<file path="src/rtl/dmac_ahb_pkg.sv">
// Shared types for the two-master AHB arbiter in front of the DMAC.
package dmac_ahb_pkg;

  typedef enum logic [1:0] {
    IDLE   = 2'b00,
    BUSY   = 2'b01,
    NONSEQ = 2'b10,
    SEQ    = 2'b11
  } htrans_t;

  typedef enum logic {
    OWN_CPU = 1'b0,
    OWN_DMA = 1'b1
  } owner_t;

  // Arbiter state kept as plain constants so older tools see a simple vector.
  typedef logic arb_state_t;
  localparam arb_state_t S_CPU = 1'b0;
  localparam arb_state_t S_DMA = 1'b1;

  // A burst length field of zero still moves one beat.
  function automatic logic [4:0] burst_beats(input logic [3:0] len);
    return (len == 4'd0) ? 5'd1 : {1'b0, len};
  endfunction

endpackage

</file>
<file path="src/rtl/ahb_burst_tracker.sv">
// Beat counter for the master currently owning the address phase; flags the
// cycle in which that master's burst boundary is reached.
module ahb_burst_tracker
  import dmac_ahb_pkg::*;
(
  input  logic       clk,
  input  logic       rst,
  input  logic [1:0] trans,
  input  logic [3:0] len,
  input  logic       hready,
  output logic       burst_end
);

  logic [3:0] count_q;
  logic [3:0] count_d;
  htrans_t    trans_e;
  logic [4:0] beats;
  logic       nonseq_acc;
  logic       seq_acc;

  // Count remaining beats and decide whether this cycle closes the burst.
  always_comb begin
    trans_e    = htrans_t'(trans);
    beats      = burst_beats(len);
    nonseq_acc = hready && (trans_e == NONSEQ);
    seq_acc    = hready && (trans_e == SEQ);
    count_d    = count_q;
    if (nonseq_acc) begin
      count_d = 4'(beats - 5'd1);
    end else if (seq_acc && (count_q != 4'd0)) begin
      count_d = count_q - 4'd1;
    end
    burst_end = hready &&
                (((count_q == 4'd0) && !(nonseq_acc && (beats > 5'd1))) ||
                 ((count_q == 4'd1) && seq_acc));
  end

  // Beat counter register; a reset mid-burst simply discards the burst.
  always_ff @(posedge clk or negedge rst) begin
    if (!rst) begin
      count_q <= '0;
    end else begin
      count_q <= count_d;
    end
  end

endmodule

</file>
<file path="src/rtl/ahb_dma_arbiter.sv">
// Two-master AHB arbiter (CPU = M0, DMAC = M1). Ownership moves only on burst
// boundaries, and a tenure limit forces the DMAC to yield to a waiting CPU.
module ahb_dma_arbiter
  import dmac_ahb_pkg::*;
#(
  parameter int MAX_TENURE = 16,
  parameter int ADDR_W     = 32,
  parameter int DATA_W     = 32
) (
  input  logic              clk,
  input  logic              rst,
  input  logic              cpu_req,
  input  logic [1:0]        cpu_trans,
  input  logic [ADDR_W-1:0] cpu_addr,
  input  logic              cpu_write,
  input  logic [DATA_W-1:0] cpu_wdata,
  input  logic [3:0]        cpu_burst,
  input  logic              Bus_Req,
  input  logic [1:0]        MTrans,
  input  logic [ADDR_W-1:0] MAddress,
  input  logic              MWrite,
  input  logic [DATA_W-1:0] MWData,
  input  logic [3:0]        MBurst_Size,
  input  logic              HReady,
  output logic              cpu_grant,
  output logic              Bus_Grant,
  output logic [1:0]        s_trans,
  output logic [ADDR_W-1:0] s_addr,
  output logic              s_write,
  output logic [DATA_W-1:0] s_wdata,
  output logic              addr_owner,
  output logic              data_owner
);

  localparam int              TEN_W   = $clog2(MAX_TENURE + 1);
  localparam logic [TEN_W-1:0] TEN_MAX = TEN_W'(MAX_TENURE);

  arb_state_t       state_q;
  arb_state_t       state_d;
  logic [TEN_W-1:0] tenure_q;
  logic [TEN_W-1:0] tenure_d;
  logic [TEN_W-1:0] tenure_inc;
  owner_t           data_owner_q;
  owner_t           data_owner_d;
  logic [3:0]       trk_len;
  logic             burst_end;
  logic             dma_beat;

  // Grants come straight from the registered state, so exactly one is high.
  assign cpu_grant  = (state_q == S_CPU);
  assign Bus_Grant  = (state_q == S_DMA);
  assign addr_owner = Bus_Grant;
  assign data_owner = (data_owner_q == OWN_DMA);

  // Address/control follow the address-phase owner; write data follows the
  // data-phase owner, which trails by one accepted HReady cycle.
  always_comb begin
    s_trans = addr_owner ? MTrans      : cpu_trans;
    s_addr  = addr_owner ? MAddress    : cpu_addr;
    s_write = addr_owner ? MWrite      : cpu_write;
    trk_len = addr_owner ? MBurst_Size : cpu_burst;
    s_wdata = data_owner ? MWData      : cpu_wdata;
  end

  ahb_burst_tracker u_tracker (
    .clk       (clk),
    .rst       (rst),
    .trans     (s_trans),
    .len       (trk_len),
    .hready    (HReady),
    .burst_end (burst_end)
  );

  // Ownership decision; the tenure test includes the beat accepted this
  // cycle so the DMAC yields after exactly MAX_TENURE beats.
  always_comb begin
    dma_beat     = (state_q == S_DMA) && HReady && MTrans[1];
    tenure_inc   = (dma_beat && (tenure_q < TEN_MAX)) ? tenure_q + 1'b1 : tenure_q;
    state_d      = state_q;
    tenure_d     = tenure_inc;
    data_owner_d = HReady ? (addr_owner ? OWN_DMA : OWN_CPU) : data_owner_q;
    if (burst_end) begin
      if (state_q == S_CPU) begin
        if (Bus_Req) begin
          state_d  = S_DMA;
          tenure_d = '0;
        end
      end else if (!Bus_Req || (cpu_req && (tenure_inc >= TEN_MAX))) begin
        state_d = S_CPU;
      end
    end
  end

  // State, tenure and data-phase owner registers; CPU is parked on reset.
  always_ff @(posedge clk or negedge rst) begin
    if (!rst) begin
      state_q      <= S_CPU;
      tenure_q     <= '0;
      data_owner_q <= OWN_CPU;
    end else begin
      state_q      <= state_d;
      tenure_q     <= tenure_d;
      data_owner_q <= data_owner_d;
    end
  end

endmodule

</file>
<file path="config.mk">
export PLATFORM = sky130hd
export DESIGN_NAME = ahb_dma_arbiter
export DESIGN_NICKNAME = d
export VERILOG_FILES = /design/src/rtl/dmac_ahb_pkg.sv /design/src/rtl/ahb_burst_tracker.sv /design/src/rtl/ahb_dma_arbiter.sv
export SDC_FILE = /design/constraint.sdc
export NUM_CORES = 1
export LEC_CHECK = 0
export CAP_MARGIN = 10
export CORE_AREA = 2 2 85 87
export CTS_BUF_LIST = sky130_fd_sc_hd__clkbuf_4
export DETAILED_ROUTE_END_ITERATION = 10
export DIE_AREA = 0 0 87 89
export GPL_TIMING_DRIVEN = 0
export PLACE_DENSITY = 0.9
export SLEW_MARGIN = 0
export SYNTH_ARGS = -nofsm -noshare
export SYNTH_HDL_FRONTEND = slang
export SYNTH_HIERARCHICAL = 1
export SYNTH_SLANG_ARGS = --single-unit
export TNS_END_PERCENT = 20
</file>
<file path="constraint.sdc">
create_clock -name clk -period 3.6 [get_ports clk]
set_clock_uncertainty 0.05 [all_clocks]
set_input_delay 0.54 -clock clk [delete_from_list [all_inputs] [get_ports clk]]
set_output_delay 0.54 -clock clk [all_outputs]
set_load 0.01 [all_outputs]
</file>
==> results.cfg, run 1 <==
[outcome]
status = finished clean

[final_layout]
fillCellCount = 593
layout_common_cells = 217 x clkdlybuf4s50_1, 65 x mux2_2, 11 x dfrtp_1, 8 x buf_6
final_common_cell = clkdlybuf4s50_1
fin_nets = 529
syn2layout_area_growth_pct = 141
fin_cells = 456
regArea_um2 = 275
final_layout_size_suffix_gt1_share_pct = 22.3
diodes = 0
multiInputGateArea_um2 = 1230

[timing]
min_period_ps = 2540
holdWs_ps = 493
slew_viol_final = 0
rsz0062_at_grt = no
setup_ws_ps = 1060
fin_crit_sh_pct = 70.5
max_freq_ghz = 0.394
hold_viol_final = 0
setup_violations = 0
relSlewSlack_pct = 64.4
setup_tns_ps = 0
worst_pin_slew_ps = 532

[clock_network]
cts_resized = 0
cts_tree = yes
root_buffer = clkbuf_4
post_cts_buffers = 0
clk_latency_ps = 270
numClockSinks = 11
clk_path_buf_depth = 2
cts_hold_buf = 0
cts-htree-levels = 1
numCtsBuffers = 3
path_clk_slew_ps = 70

[yosys]
synth-edff-count = 0
syn_nets = 307
synth.area.top_cells = mux2_2 45%, dfrtp_1 17%, buf_6 5.5%
avgSynthCellArea_um2 = 10.6
yosys_warnings = 6
synth_ff_type = dfrtp_1
ys_types = 35
seq_area_frac_synth_pct = 16.8
netlist.area_leader.share_pct = 44.7
synth-seq-cells = 11
yosysTopAreaCell = mux2_2
synth_area_um2 = 1640
async_reset_ff_share_pct = 100
netlist_instances = 155

[critical_path]
r2r_setup_slack_ps = 1150
crit_fanout = 8
reg2reg_from = Bus_Grant$_DFFE_PN0P_
arrival_ps = 1950
worst-r2r-cell-count = 9
cp-start-kind = input port
endpoint_kind = output port
required_ps = 3010
r2r_end = tenure_q[2]$_DFF_PN0_
worstSetupPathType = in2out

[placement]
port_buffers = 217
pre_cts_ws_ps = 992
dp.cells = 452
dp_hpwl_um = 6620
gp_congestion = 0.881

[power]
pwr-share-comb_pct = 82.8
vdd_ir_drop_max_uv = 329
cellPowerDensity_nw_per_um2 = 508
p_int_mw = 1.25
pwr-share-seq_pct = 12.4
p_sw_share_pct = 37.5
power_frac_clock_pct = 4.7
p_sw_mw = 0.750
power_mw = 2.00
power.leakage_nw = 1.55

[global_route]
antenna_found_initial = 0
grt_max_degree = 12
grt_pass1_vias = 2172
grt_pass1_wl_um = 11200
grtUsageTotal_pct = 18.1
grt_overflow = 0

[floorplanning]
die_w_um = 87
ios = 218
core_um2 = 6720
start_util_pct = 24.4
dieArea_um2 = 7740
die_y_um = 89
rows = 30

[worst_hold_path]
hold_path_class = reg2reg
whs_path_depth = 1
holdCritStartpoint = tenure_q[3]$_DFF_PN0_
min_to = tenure_q[3]$_DFF_PN0_

[routing]
antenna_left = 0
drc = 0
drt_iter0_drc = 55
viasPerCell = 4.58
wl_per_cell_um = 17.1
drt_pass1_iterations = 4
vias = 2089
finalWirelength_um = 7820

[flow_run]
maxCapViolations = 0
[worst max-delay path by stage]
stage,from,to,slack [ps],depth (start not counted)
6_report,MTrans[1],s_trans[1],1060,3
5_1_grt,Bus_Grant$_DFFE_PN0P_,tenure_q[4]$_DFF_PN0_,940,9
4_1_cts,Bus_Grant$_DFFE_PN0P_,s_trans[1],1040,4
2_1_floorplan,Bus_Grant$_DFFE_PN0P_,Bus_Grant$_DFFE_PN0P_,1440,9
3_5_place_dp,MTrans[1],Bus_Grant$_DFFE_PN0P_,990,8
3_3_place_gp,MBurst_Size[1],Bus_Grant$_DFFE_PN0P_,1060,8
[sequential cells by signal (all words and copies together) (netlist names)]
signal,flops
u_tracker/count_q,4
data_owner,1
Bus_Grant,1
tenure_q,5
[cells in the mapped netlist, types with 2 or more instances]
cell type and instances:
o31ai_1 2, nor3_1 2, nand3b_1 3, nand2_1 4
ha_1 5, nor2_1 7, o211ai_1 2, mux2_2 65
a21oi_1 2, mux2_1 7, xor2_1 2, nand3_1 5
dfrtp_1 11, mux2i_1 4, buf_6 8, inv_1 7
[stage by stage]
step / utilization [%] / instance area, µm²
5_1_grt: 58.6 / 3940
4_1_cts: 58.6 / 3940
3_3_place_gp: 58.2 / 3910
6_report: 58.6 / 3940
2_1_floorplan: - / 1640
3_5_place_dp: 58.2 / 3910
[power groups by stage]
stage | logic, mW | clock network [mW] | registers [mW]
floorplan | 0.880 | 0 | 0.240
global placement | 1.63 | 0 | 0.246
detailed placement | 1.66 | 0 | 0.250
CTS | 1.67 | 0.0971 | 0.248
global route | 1.77 | 0.106 | 0.259
finish | 1.66 | 0.0948 | 0.249
[layout make-up]
type	instances	area share, %
repair buffers	217	55.1
clock buffers	4	0.762
multi-input cells	127	31.3
inverters	7	0.667
well taps	80	2.54
flip-flops and latches	11	6.99
plain buffers	10	2.60
[cells by family (layout without fill, tap and decap cells)]
family,Yosys count,after routing,synth area share [%]
AO/OA/AOI/OAI,16,16,7.72
XOR/XNOR,2,2,1.07
adder cells (fa/ha/maj),5,5,3.82
buffers and inverters,17,238,7.88
flip-flops,11,11,16.8
multiplexers,76,76,52.0
AND/OR/NAND/NOR,28,28,10.7
[worst max-delay path, stage by stage]
cell	delay (ps)
clkdlybuf4s50_1	570
mux2_2	280
clkdlybuf4s50_1	560
[layer usage]
layer	wire length [µm]	part of all wire (%)	GRT usage, %	vias to the layer above
li1	-	-	-	1028
met5	0	0	0	-
met4	38	0.49	1.28	0
met2	4050	52	33.2	91
met3	606	7.8	3.79	4
met1	3120	40	22.7	966
Note: power is estimated with default switching activity, not from simulation.
==> run 2, diff against run 1 <==
Settings changed: CORE_AREA 2 2 85 87 to default, CORE_ASPECT_RATIO from default to 1.2, CORE_UTILIZATION from default to 23, DIE_AREA 0 0 87 89 to default.
Clock period 3.6 ns to 2 ns, I/O delays scaled along.
==> results.cfg, run 2 (same netlist as run 1, synthesis figures left out) <==
[routing]
routed.top_layer = met5
drt_iter0_drc = 37
viasPerCell = 4.66
finalWirelength_um = 8690
vias = 2205
drt_pass1_iterations = 5
antenna_left = 0
drc = 0
met2_length_um = 4250
wl_met3_um = 1270
m1WireLength_um = 3060
wl_per_cell_um = 18.4

[clock_network]
clk_latency_ps = 280
clk_path_buf_depth = 2
numClockSinks = 11
cts-htree-levels = 1
cts_hold_buf = 0
path_clk_slew_ps = 80
cts_tree = yes
numCtsBuffers = 3
root_buffer = clkbuf_4

[timing]
min_period_ps = 2080
fin_crit_sh_pct = 104
slew_viol_final = 0
relSlewSlack_pct = 63.2
hold_viol_final = 0
setup_violations = 7
max_freq_ghz = 0.480
rsz0062_at_grt = yes
setup_ws_ps = -84.6
worst_pin_slew_ps = 550

[placement]
gp_congestion = 0.933
place_area_um2 = 3940
dp_hpwl_um = 7260
dp.cells = 459
port_buffers = 217
pre_cts_ws_ps = -259

[final_layout]
final_common_cell = clkdlybuf4s50_1
multiInputGateArea_um2 = 1310
fin_nets = 539
fillCellCount = 614
final_layout_size_suffix_gt1_share_pct = 33.7
reg_top3 = tenure_q: 5 flops, u_tracker/count_q: 4 flops
regArea_um2 = 275
layout_common_cells = 149 x clkdlybuf4s50_1, 63 x mux2_2, 32 x dlygate4sd2_1, 22 x clkbuf_2, 12 x buf_4
fin_cells = 473
largest_register = tenure_q
syn2layout_area_growth_pct = 144
stdcell_area_um2 = 3990
diodes = 0
largest_register_ffs = 5

[critical_path]
crit_fanout = 6
reg2reg_from = Bus_Grant$_DFFE_PN0P_
startpoint = Bus_Grant$_DFFE_PN0P_
endpoint_kind = output port
crit_path_top_delay_cell = dfrtp_1
cpPeakStageDelay_ps = 410
cp-start-kind = register
required_ps = 1650
arrival_ps = 1730
worstSetupPathType = reg2out
cp_cell_sequence = buf_6, buf_12, buf_4, mux2_1, clkdlybuf4s15_1

[power]
cellPowerDensity_nw_per_um2 = 911
vdd_ir_drop_max_uv = 497
power.leakage_nw = 1.75
power_mw = 3.63

[floorplanning]
rows = 33
start_util_pct = 23.9
core_um2 = 6850
dieArea_um2 = 7460
die_y_um = 94.4
die_w_um = 79.0
ios = 218

[global_route]
antenna_found_initial = 3
grt_pass1_vias = 2235
grtUsageTotal_pct = 21.5
grt_overflow = 0
grt_max_degree = 12
grt_pass1_wl_um = 12000

[outcome]
violations = setup timing
status = complete, but fails checks

[worst_hold_path]
hold_path_class = in2async

[flow_run]
maxCapViolations = 0
==> run 2: repair_timing <==
| action | 4_1_cts | 5_1_grt |
|---|---|---|
| cloned | 1 | 0 |
| endpoints found under the setup margin | 76 | 57 |
| setup buffers | 5 | 4 |
| gates resized for setup | 69 | 74 |
| pin swaps | 4 | 9 |
==> run 2: worst paths after layout <==
check                                                         to  slack [ps]  cells past startpoint
worst max-delay path                                  s_addr[30]         -80                      5
worst min-delay path            u_tracker/count_q[0]$_DFFE_PN0P_         320                      1
worst max register to register  u_tracker/count_q[2]$_DFFE_PN0P_         -70                     10
worst min register to register             tenure_q[2]$_DFF_PN0_         500                      1
max in group asynchronous                  tenure_q[2]$_DFF_PN0_        1210                      1
min in group clk                           tenure_q[2]$_DFF_PN0_         500                      1
==> run 2: per-layer routing <==
layer / GRT usage (%) / up-vias
met5: 0 / -
met4: 3.64 / 6
met3: 11.6 / 14
met2: 38.1 / 137
met1: 22.8 / 1005
li1: - / 1043
==> run 2: area by class of cell <==
cell class	count	area share [%]
clock buffer	4	0.753
buffer	10	3.14
multi-input combinational	127	32.9
sequential	11	6.90
tap	87	2.73
timing repair buffer	227	52.9
inverter	7	0.659
==> run 2: critical path: cells and delay by family (launching register included) <==
family | cells | cell delay (ps)
flops | 1 | 410
mux | 1 | 330
buf+inv | 4 | 710
==> run 2: per-stage QoR <==
stage | hold slack, ps | util, % | TNS (ps)
after floorplan | -45.6 | - | 0
after global placement | 457 | 57.4 | -1500
after detailed placement | 479 | 57.4 | -1760
after CTS | 338 | 57.8 | -640
after global routing | 352 | 58.2 | -1710
final | 323 | 58.2 | -347
==> run 2: power by group <==
part	internal [mW]	leakage [nW]	total [mW]	switching, mW
Clock	0.0910	0.0184	0.177	0.0860
Sequential	0.332	0.128	0.451	0.119
Combinational	1.72	1.60	3.01	1.28
Total	2.15	1.75	3.63	1.49
==> run 3, diff against run 2 <==
Settings changed: SKIP_CTS_REPAIR_TIMING from default to 1.
==> results.cfg, run 3 (same netlist as run 1, synthesis figures left out) <==
[clock_network]
clk_latency_ps = 270
root_buffer = clkbuf_4
path_clk_slew_ps = 70
clk_path_buf_depth = 2
cts-htree-levels = 1
numClockSinks = 11
cts_tree = yes
numCtsBuffers = 3

[timing]
fin_crit_sh_pct = 106
relSlewSlack_pct = 64.0
hold_viol_final = 0
worst_pin_slew_ps = 539
slew_viol_final = 0
rsz0062_at_grt = yes
setup_ws_ps = -121
setup_violations = 11
holdWs_ps = 324
max_freq_ghz = 0.472
min_period_ps = 2120
setup_tns_ps = -779

[power]
vdd_ir_drop_max_uv = 533
power.leakage_nw = 2.17
p_int_mw = 2.40
power_frac_clock_pct = 4.4
pwr-share-seq_pct = 11.6
cellPowerDensity_nw_per_um2 = 908
p_sw_share_pct = 38.3
power_mw = 3.89
p_sw_mw = 1.49
pwr-share-comb_pct = 84.0

[critical_path]
endpoint_kind = output port
r2r_end = Bus_Grant$_DFFE_PN0P_
reg2reg_from = Bus_Grant$_DFFE_PN0P_
worst-r2r-cell-count = 9
crit_fanout = 10
worstSetupPathType = reg2out
cp-start-kind = register
required_ps = 1650
r2r_setup_slack_ps = -60
arrival_ps = 1770

[floorplanning]
ios = 218
die_y_um = 94.4
rows = 33
die_w_um = 79.0
start_util_pct = 23.9
core_um2 = 6850
dieArea_um2 = 7460

[routing]
vias = 2210
drt_pass1_iterations = 4
viasPerCell = 4.64
wl_per_cell_um = 18.7
finalWirelength_um = 8890
antenna_left = 0
drc = 0
drt_iter0_drc = 48

[final_layout]
syn2layout_area_growth_pct = 162
largest_register_ffs = 5
largest_register = tenure_q
fin_cells = 476
final_layout_size_suffix_gt1_share_pct = 29.0
final_common_cell = clkdlybuf4s50_1
diodes = 0
fillCellCount = 560
fin_nets = 542
reg_top3 = tenure_q: 5 flops, u_tracker/count_q: 4 flops
layout_common_cells = 157 x clkdlybuf4s50_1, 64 x mux2_2, 56 x dlymetal6s2s_1, 11 x dfrtp_1, 11 x buf_4

[global_route]
grt_pass1_wl_um = 11700
grtUsageTotal_pct = 21.1
antenna_found_initial = 3
grt_max_degree = 12
grt_overflow = 0
grt_pass1_vias = 2217

[placement]
dp_hpwl_um = 7260
gp_congestion = 0.933
port_buffers = 217
dp.cells = 459

[outcome]
status = complete, but fails checks
violations = setup timing

[worst_hold_path]
hold_path_class = in2async

[flow_run]
maxCapViolations = 0
-- run 3: cell types whose count changed in the layout (fill, tap and decap cells not counted), sizes merged --
| cell | previous run | this run |
|---|---|---|
| buf | 21 | 23 |
| clkdlybuf4s15 | 6 | 0 |
| clkdlybuf4s50 | 149 | 157 |
| dlygate4sd2 | 32 | 0 |
| dlymetal6s2s | 7 | 56 |
| clkbuf | 26 | 8 |
-- run 3: layout make-up --
class / count / area (µm²) / share of cell area [%]
Timing Repair Buffer: 230 / 2410 / 56.3
Inverter: 7 / 26.3 / 0.613
Tap cell: 87 / 109 / 2.54
Buffer: 10 / 129 / 3.01
Multi-Input combinational cell: 127 / 1300 / 30.4
Sequential cell: 11 / 275 / 6.42
Clock buffer: 4 / 30.0 / 0.700
-- run 3: how the worst max path moves through the flow --
| stage | from | end | slack, ps | depth (start not counted) |
|---|---|---|---|---|
| 3_5_place_dp | Bus_Grant$_DFFE_PN0P_ | tenure_q[0]$_DFF_PN0_ | -260 | 9 |
| 5_1_grt | Bus_Grant$_DFFE_PN0P_ | Bus_Grant$_DFFE_PN0P_ | -190 | 9 |
| 2_1_floorplan | Bus_Grant$_DFFE_PN0P_ | Bus_Grant$_DFFE_PN0P_ | 0.7 | 9 |
| 4_1_cts | Bus_Grant$_DFFE_PN0P_ | s_addr[30] | -320 | 4 |
| 6_report | data_owner$_DFFE_PN0P_ | s_wdata[17] | -120 | 4 |
| 3_3_place_gp | MTrans[1] | tenure_q[0]$_DFF_PN0_ | -230 | 8 |
-- run 3: worst max-delay path: stages (launching register included) --
cell and delay (ps):
dfrtp_1 360, buf_6 140, buf_8 150, mux2_2 360, clkdlybuf4s50_1 490
-- run 3: per-layer routing --
metal | track usage, % | up-vias | part of all wire, %
met2 | 37.3 | 145 | 49
li1 | - | 1051 | -
met4 | 3.79 | 6 | 0.85
met5 | 0 | - | 0.46
met1 | 21.9 | 994 | 35
met3 | 11.7 | 14 | 15
-- run 3: through the flow --
stage | instance area [µm²] | utilization (%) | worst slack [ps]
CTS | 3970 | 57.9 | -320
global route | 4290 | 62.6 | -186
global placement | 3940 | 57.4 | -226
floorplan | 1660 | - | 0.675
finish | 4290 | 62.6 | -121
detailed placement | 3940 | 57.4 | -259
-- run 3: power by group through the flow --
stage | combinational, mW | clock (mW) | sequential [mW]
floorplan | 1.61 | 0 | 0.432
CTS | 3.07 | 0.177 | 0.451
global placement | 3.00 | 0 | 0.445
finish | 3.27 | 0.172 | 0.452
global route | 3.46 | 0.188 | 0.468
detailed placement | 3.05 | 0 | 0.454
